`src/rtl/mult_34.sv`:
```
// mult_34 -- pipelined 17x17 unsigned multiplier with a 34-bit product.
//
// This is the basic multiply primitive in the ElGamal modular-arithmetic
// datapath. Operands A and B arrive on two AXI-Stream style channels. They are
// joined, so a pair is consumed only when both are valid. The product leaves on
// one AXI-Stream output. With output_tready held high the unit accepts one pair
// and delivers one product per clock. The latency is 3 clocks, counting the
// accept edge.
//
// Ports
//   clk             rising-edge clock
//   rst             asynchronous reset, active-low (0 = in reset)
//   input_a_tdata   operand A, unsigned, 17 bits
//   input_a_tvalid  operand A valid
//   input_a_tready  pair accepted this cycle (stage-1 space and both operands valid)
//   input_b_tdata   operand B, unsigned, 17 bits
//   input_b_tvalid  operand B valid
//   input_b_tready  identical to input_a_tready
//   output_tdata    product A*B, unsigned, 34 bits
//   output_tvalid   product valid
//   output_tready   downstream ready
module mult_34 (
  input  logic        clk,
  input  logic        rst,
  input  logic [16:0] input_a_tdata,
  input  logic        input_a_tvalid,
  output logic        input_a_tready,
  input  logic [16:0] input_b_tdata,
  input  logic        input_b_tvalid,
  output logic        input_b_tready,
  output logic [33:0] output_tdata,
  output logic        output_tvalid,
  input  logic        output_tready
);

  localparam int DATA_W = 17;
  localparam int PROD_W = 34;

  // Each operand is split into a 9-bit low half and an 8-bit high half.
  // The four partial products are then recombined with shifts.
  function automatic logic [17:0] mul_9x9(input logic [8:0] x, input logic [8:0] y);
    return {9'd0, x} * {9'd0, y};
  endfunction

  function automatic logic [16:0] mul_9x8(input logic [8:0] x, input logic [7:0] y);
    return {8'd0, x} * {9'd0, y};
  endfunction

  function automatic logic [15:0] mul_8x8(input logic [7:0] x, input logic [7:0] y);
    return {8'd0, x} * {8'd0, y};
  endfunction

  // The true result is at most (2^17-1)^2, which is below 2^34.
  // The 34-bit sum therefore never wraps.
  function automatic logic [PROD_W-1:0] recombine(input logic [15:0] phh,
                                                  input logic [16:0] plh,
                                                  input logic [16:0] phl,
                                                  input logic [17:0] pll);
    logic [17:0] mid;
    mid = {1'b0, plh} + {1'b0, phl};
    return {phh, 18'd0} + {7'd0, mid, 9'd0} + {16'd0, pll};
  endfunction

  logic [DATA_W-1:0] a_p0, b_p0;
  logic              vld_p0;
  logic [17:0]       pll_p1;
  logic [16:0]       plh_p1, phl_p1;
  logic [15:0]       phh_p1;
  logic              vld_p1;
  logic [PROD_W-1:0] prod_p2;
  logic              vld_p2;

  logic rdy_p0, rdy_p1, rdy_p2;
  logic accept;

  // Each stage can load when it is empty or when its content moves on.
  // The ready chain is combinational from output_tready back to the inputs,
  // so a full pipe can still stream one pair per clock.
  assign rdy_p2 = !vld_p2 || output_tready;
  assign rdy_p1 = !vld_p1 || rdy_p2;
  assign rdy_p0 = !vld_p0 || rdy_p1;

  // Gating with rst keeps the ready outputs low while reset is asserted.
  assign accept         = rst && rdy_p0 && input_a_tvalid && input_b_tvalid;
  assign input_a_tready = accept;
  assign input_b_tready = accept;

  assign output_tdata  = prod_p2;
  assign output_tvalid = vld_p2;

  always_ff @(posedge clk or negedge rst) begin
    if (!rst) begin
      a_p0    <= '0;
      b_p0    <= '0;
      vld_p0  <= 1'b0;
      pll_p1  <= '0;
      plh_p1  <= '0;
      phl_p1  <= '0;
      phh_p1  <= '0;
      vld_p1  <= 1'b0;
      prod_p2 <= '0;
      vld_p2  <= 1'b0;
    end else begin
      // stage p0: capture the joined operand pair
      if (rdy_p0) begin
        vld_p0 <= accept;
        if (accept) begin
          a_p0 <= input_a_tdata;
          b_p0 <= input_b_tdata;
        end
      end

      // stage p1: four partial products from the hi/lo operand halves
      if (rdy_p1) begin
        vld_p1 <= vld_p0;
        if (vld_p0) begin
          pll_p1 <= mul_9x9(a_p0[8:0],  b_p0[8:0]);
          plh_p1 <= mul_9x8(a_p0[8:0],  b_p0[16:9]);
          phl_p1 <= mul_9x8(b_p0[8:0],  a_p0[16:9]);
          phh_p1 <= mul_8x8(a_p0[16:9], b_p0[16:9]);
        end
      end

      // stage p2: shifted sum of the partial products
      if (rdy_p2) begin
        vld_p2 <= vld_p1;
        if (vld_p1) begin
          prod_p2 <= recombine(phh_p1, plh_p1, phl_p1, pll_p1);
        end
      end
    end
  end

endmodule

```
`config.mk`:
```
export PLATFORM = sky130hd
export DESIGN_NAME = mult_34
export DESIGN_NICKNAME = d
export VERILOG_FILES = /design/src/rtl/mult_34.sv
export SDC_FILE = /design/constraint.sdc
export NUM_CORES = 1
export LEC_CHECK = 0
export ABC_AREA = 0
export CAP_MARGIN = 10
export CORE_UTILIZATION = 63
export DETAILED_ROUTE_END_ITERATION = 8
export HOLD_SLACK_MARGIN = 0.08
export PLACE_DENSITY = 0.79
export SLEW_MARGIN = 15
export SYNTH_ARGS = -nofsm -noshare
export SYNTH_HDL_FRONTEND = slang
export SYNTH_SLANG_ARGS = --single-unit
```
`constraint.sdc`:
```
create_clock -name clk -period 5.8 [get_ports clk]
set_input_delay 0.58 -clock clk [delete_from_list [all_inputs] [get_ports clk]]
set_output_delay 0.58 -clock clk [all_outputs]
set_load 0.02 [all_outputs]
```
==> results.txt <==
* Reg clk slew, reported paths: 70 ps
- In this run the standard cell core region covers 25110 sq um.
- Of the synthesized area, sequential elements account for 0.2166.
* HPWL after detailed placement: 27950 um
* Category of the most critical setup path: flop to flop
- Required time of the worst setup path: 6080 ps
- Met2 Use GR: 0.4777
- Top area cells in the synthesized netlist: dfrtp_1, fa_1, ha_1
- Of all nets on the critical path, the largest fanout is 18.
- The total count of hold-check failures in the final report is 0.
* Count of flip-flops with a built-in enable after synthesis: 0
* Mean instance size in the synthesized netlist: 9.305 sq um
- Post-detailed-route DRC marker count: 0
- Via/cell ratio: 5.651
- TritonCTS created 17 clock buffers.
* Number of instances in the synthesized netlist: 1726
* Post-CTS setup-driven buffer insertion count: 0
* Count of warnings emitted by yosys: 0
- Top-area cell type share of the netlist area: 0.2166
- For this run, the top clock speed supported by timing is 0.1964 GHz.
- The worst register-to-register path ends at phl_p1[16].
- After clock tree synthesis, the repair step resized 0 gates.
* Final critical-path share of the clock period: 0.8777
- Antenna Diode Count: 0
* Total global-route track usage: 0.3058
* Share of post-route cells with drive strength above 1: 0.06169
- Flip-flop cell with the highest count after synthesis: dfrtp_1
- The first global-routing pass estimated 62330 um of wire.
* Max-Slew Margin vs Limit: 0.3631
- GR peak layer: met2
- Top cell type by total area after synthesis: dfrtp_1
- Net count, final: 2164
- Slew of the pin with the lowest slew margin: 952.0 ps
- Cell count of the worst reg-to-reg path: 15
- The count of nets left with antenna violations once routing finished came out at 0.
- Launch point of the worst path: b_p0[1]
* Tmin final: 5091 ps
- The max-slew violation total from the final report came to 0.
* Setup TNS: 0 ps
- In this run, synthesis produced a sequential element count of 139.
- I/O pin count: 76
* Number of antenna violations at the first check in global routing: 0
- Summed over all layers, the routed wires come to 37360 um.
- The number of nets in the synthesized netlist is 2120.
- Outcome: complete, no violations
- Number of buffers added to fix hold violations after cts: 0
* Signed area change from the synthesized netlist to the final layout: 10.60%
* Launch point of the worst reg-to-reg path: b_p0[1]
* DRT Pass-1 Iters: 5
- The clock drives 139 sinks.
- Maximum number of pins on one net before global-route repair: 97
- Post-synthesis simple-gate area fraction: 0.1592
- Count of cell types in the netlist: 51
* # H-tree levels: 4
* Fill cells: 1958
* Die Footprint: 26140 sq um
- Dividing the detail-routed wire length by the instance count gives 17.68 um.
* FFs w/ async S/R, synth: 1.000
- Standard-cell rows: 58
* Post-synthesis mux area share: 0.04394
* Adder-cell share of the synthesized area: 0.3570
- Global-route met1 utilization: 0.4340
- Final Setup Violations: 0
- The clock arrives with 13.42 ps of skew.
- Vias in the first global route: 12330
* DIE WIDTH: 161.7 um
- Routability-driven placement finished with a final weighted congestion of 0.9089.
- For met3 alone, demand over resource in global routing was 0.05414.
- Signal arrival time at the worst endpoint: 5370 ps
- The most common cell in the synthesized netlist is inv_1.
* Clock latency at the later pin of the worst-skew pair: 450 ps
- Total via count in the routed design: 11940
- Across the run, the number of max-cap violations was 0.
- Type of destination of the critical path: flop
- The worst hold path belongs to the class input pin to async pin.
- Effective utilization at floorplan: 0.6396
- Ranked by instance count, the synthesized netlist is headed by inv_1, and2_1, ha_1.
- Synthesized area: 16060 sq um
* Reg-to-reg slack, setup: 710 ps
- CTS Root Buffer Type: clkbuf_16
* Share of the synthesized area in compound gates (AO/OA/AOI/OAI): 0.1092
- Of the total synthesized cell area, the portion taken by XOR and XNOR cells is 0.04090.
- STA classifies the critical path startpoint as a flop.
* TritonCTS clock tree: yes
- RSZ-0062 raised after global routing: no
* Largest family of logic cells by synthesized area: adder cells
- Grt ovf: 0
- For this block, the initial DRC count from the detailed router was 799.
* Number of buffer cells added on primary ports: 75
- In this run the worst setup path terminates at phl_p1[16].
- Die span in y: 161.7 um
* Clock tree buffer depth: 2
[stage by stage]
stage / std cells / utilization / area (sq um) / hold slack, ps / worst slack, ps
after global placement: 2081 / 0.6809 / 17100 / 457.2 / 944.6
after detailed placement: 2081 / 0.6809 / 17100 / 466.4 / 811.8
after global routing: 2113 / 0.7074 / 17760 / 215.3 / 446.3
final: 2113 / 0.7074 / 17760 / 140.1 / 709.1
after floorplan: 1726 / - / 16060 / 284.4 / 1293
after CTS: 2113 / 0.7074 / 17760 / 193.0 / 781.8
[layer usage]
metal	vias up	wire length, um
met5	-	0
met4	0	1000
met3	64	2545
met2	396	16770
met1	5806	17040
li1	5675	-
[layout by cell type, fill, tap and decap left out, drive strengths merged, types with 5 or more instances in the layout]
master and n:
nor2b 11, nand3b 5, clkbuf 17, o21bai 8, mux2 60, xor2 31
dfrtp 139, xnor2 44, nand3 8, ha 183, nand2b 7, inv 259
and2 220, o21a 21, a21o 29, a21oi 54, buf 13, a31oi 6
o211ai 9, nor2 50, nand4 5, o21ai 105, clkdlybuf4s50 74, nor3 14
fa 172, a211oi 17, nand2 171, o31ai 12
[worst max-delay path, cell delays in order, from the launching register on]
cell	delay [ps]
dfrtp_1	680
and2_1	330
fa_1	470
fa_1	550
inv_1	50
fa_1	490
fa_1	590
inv_1	50
ha_1	340
o21ai_0	90
nor2_1	100
o41ai_1	390
o21a_1	270
o21ai_0	130
xnor2_1	250
o21ai_0	130
[state kept, by name (all words and copies together) (netlist names)]
name	flops
output_tvalid	1
vld_p0	1
plh_p1	17
phh_p1	16
vld_p1	1
output_tdata	34
a_p0	17
phl_p1	17
b_p0	17
pll_p1	18
[cell families (layout without fill, tap and decap cells)]
logic type / after synthesis / after routing
AOI/OAI and AO/OA: 283 / 283
xor gates and xnor gates: 75 / 75
adders and majority gates: 355 / 355
buffers and inverters: 312 / 369
DFF: 139 / 139
muxes: 63 / 63
and+or+nand+nor: 499 / 499
[worst min-delay path by stage]
stage | slack (ps) | cells after the start | endpoint | from
after floorplan | 280 | 0 | a_p0[0] | rst
final | 140 | 1 | output_tdata[5] | rst
after global routing | 220 | 1 | output_tdata[5] | rst
after CTS | 190 | 1 | output_tdata[9] | rst
after detailed placement | 470 | 2 | pll_p1[7] | pll_p1[7]
after global placement | 460 | 2 | pll_p1[6] | pll_p1[6]
[final cells by class]
type,count,area (sq um),share of cell area
Multi-Input combinational cell,1275,11420,0.6432
Sequential cell,139,3478,0.1958
Inverter,250,938.4,0.05283
Timing Repair Buffer,87,842.1,0.04740
Clock buffer,17,425.4,0.02395
Tap cell,330,412.9,0.02324
Clock inverter,15,241.5,0.01359
Power is not shown: default switching activity piles up to over one toggle a cycle in this logic, so the estimate is an artifact.
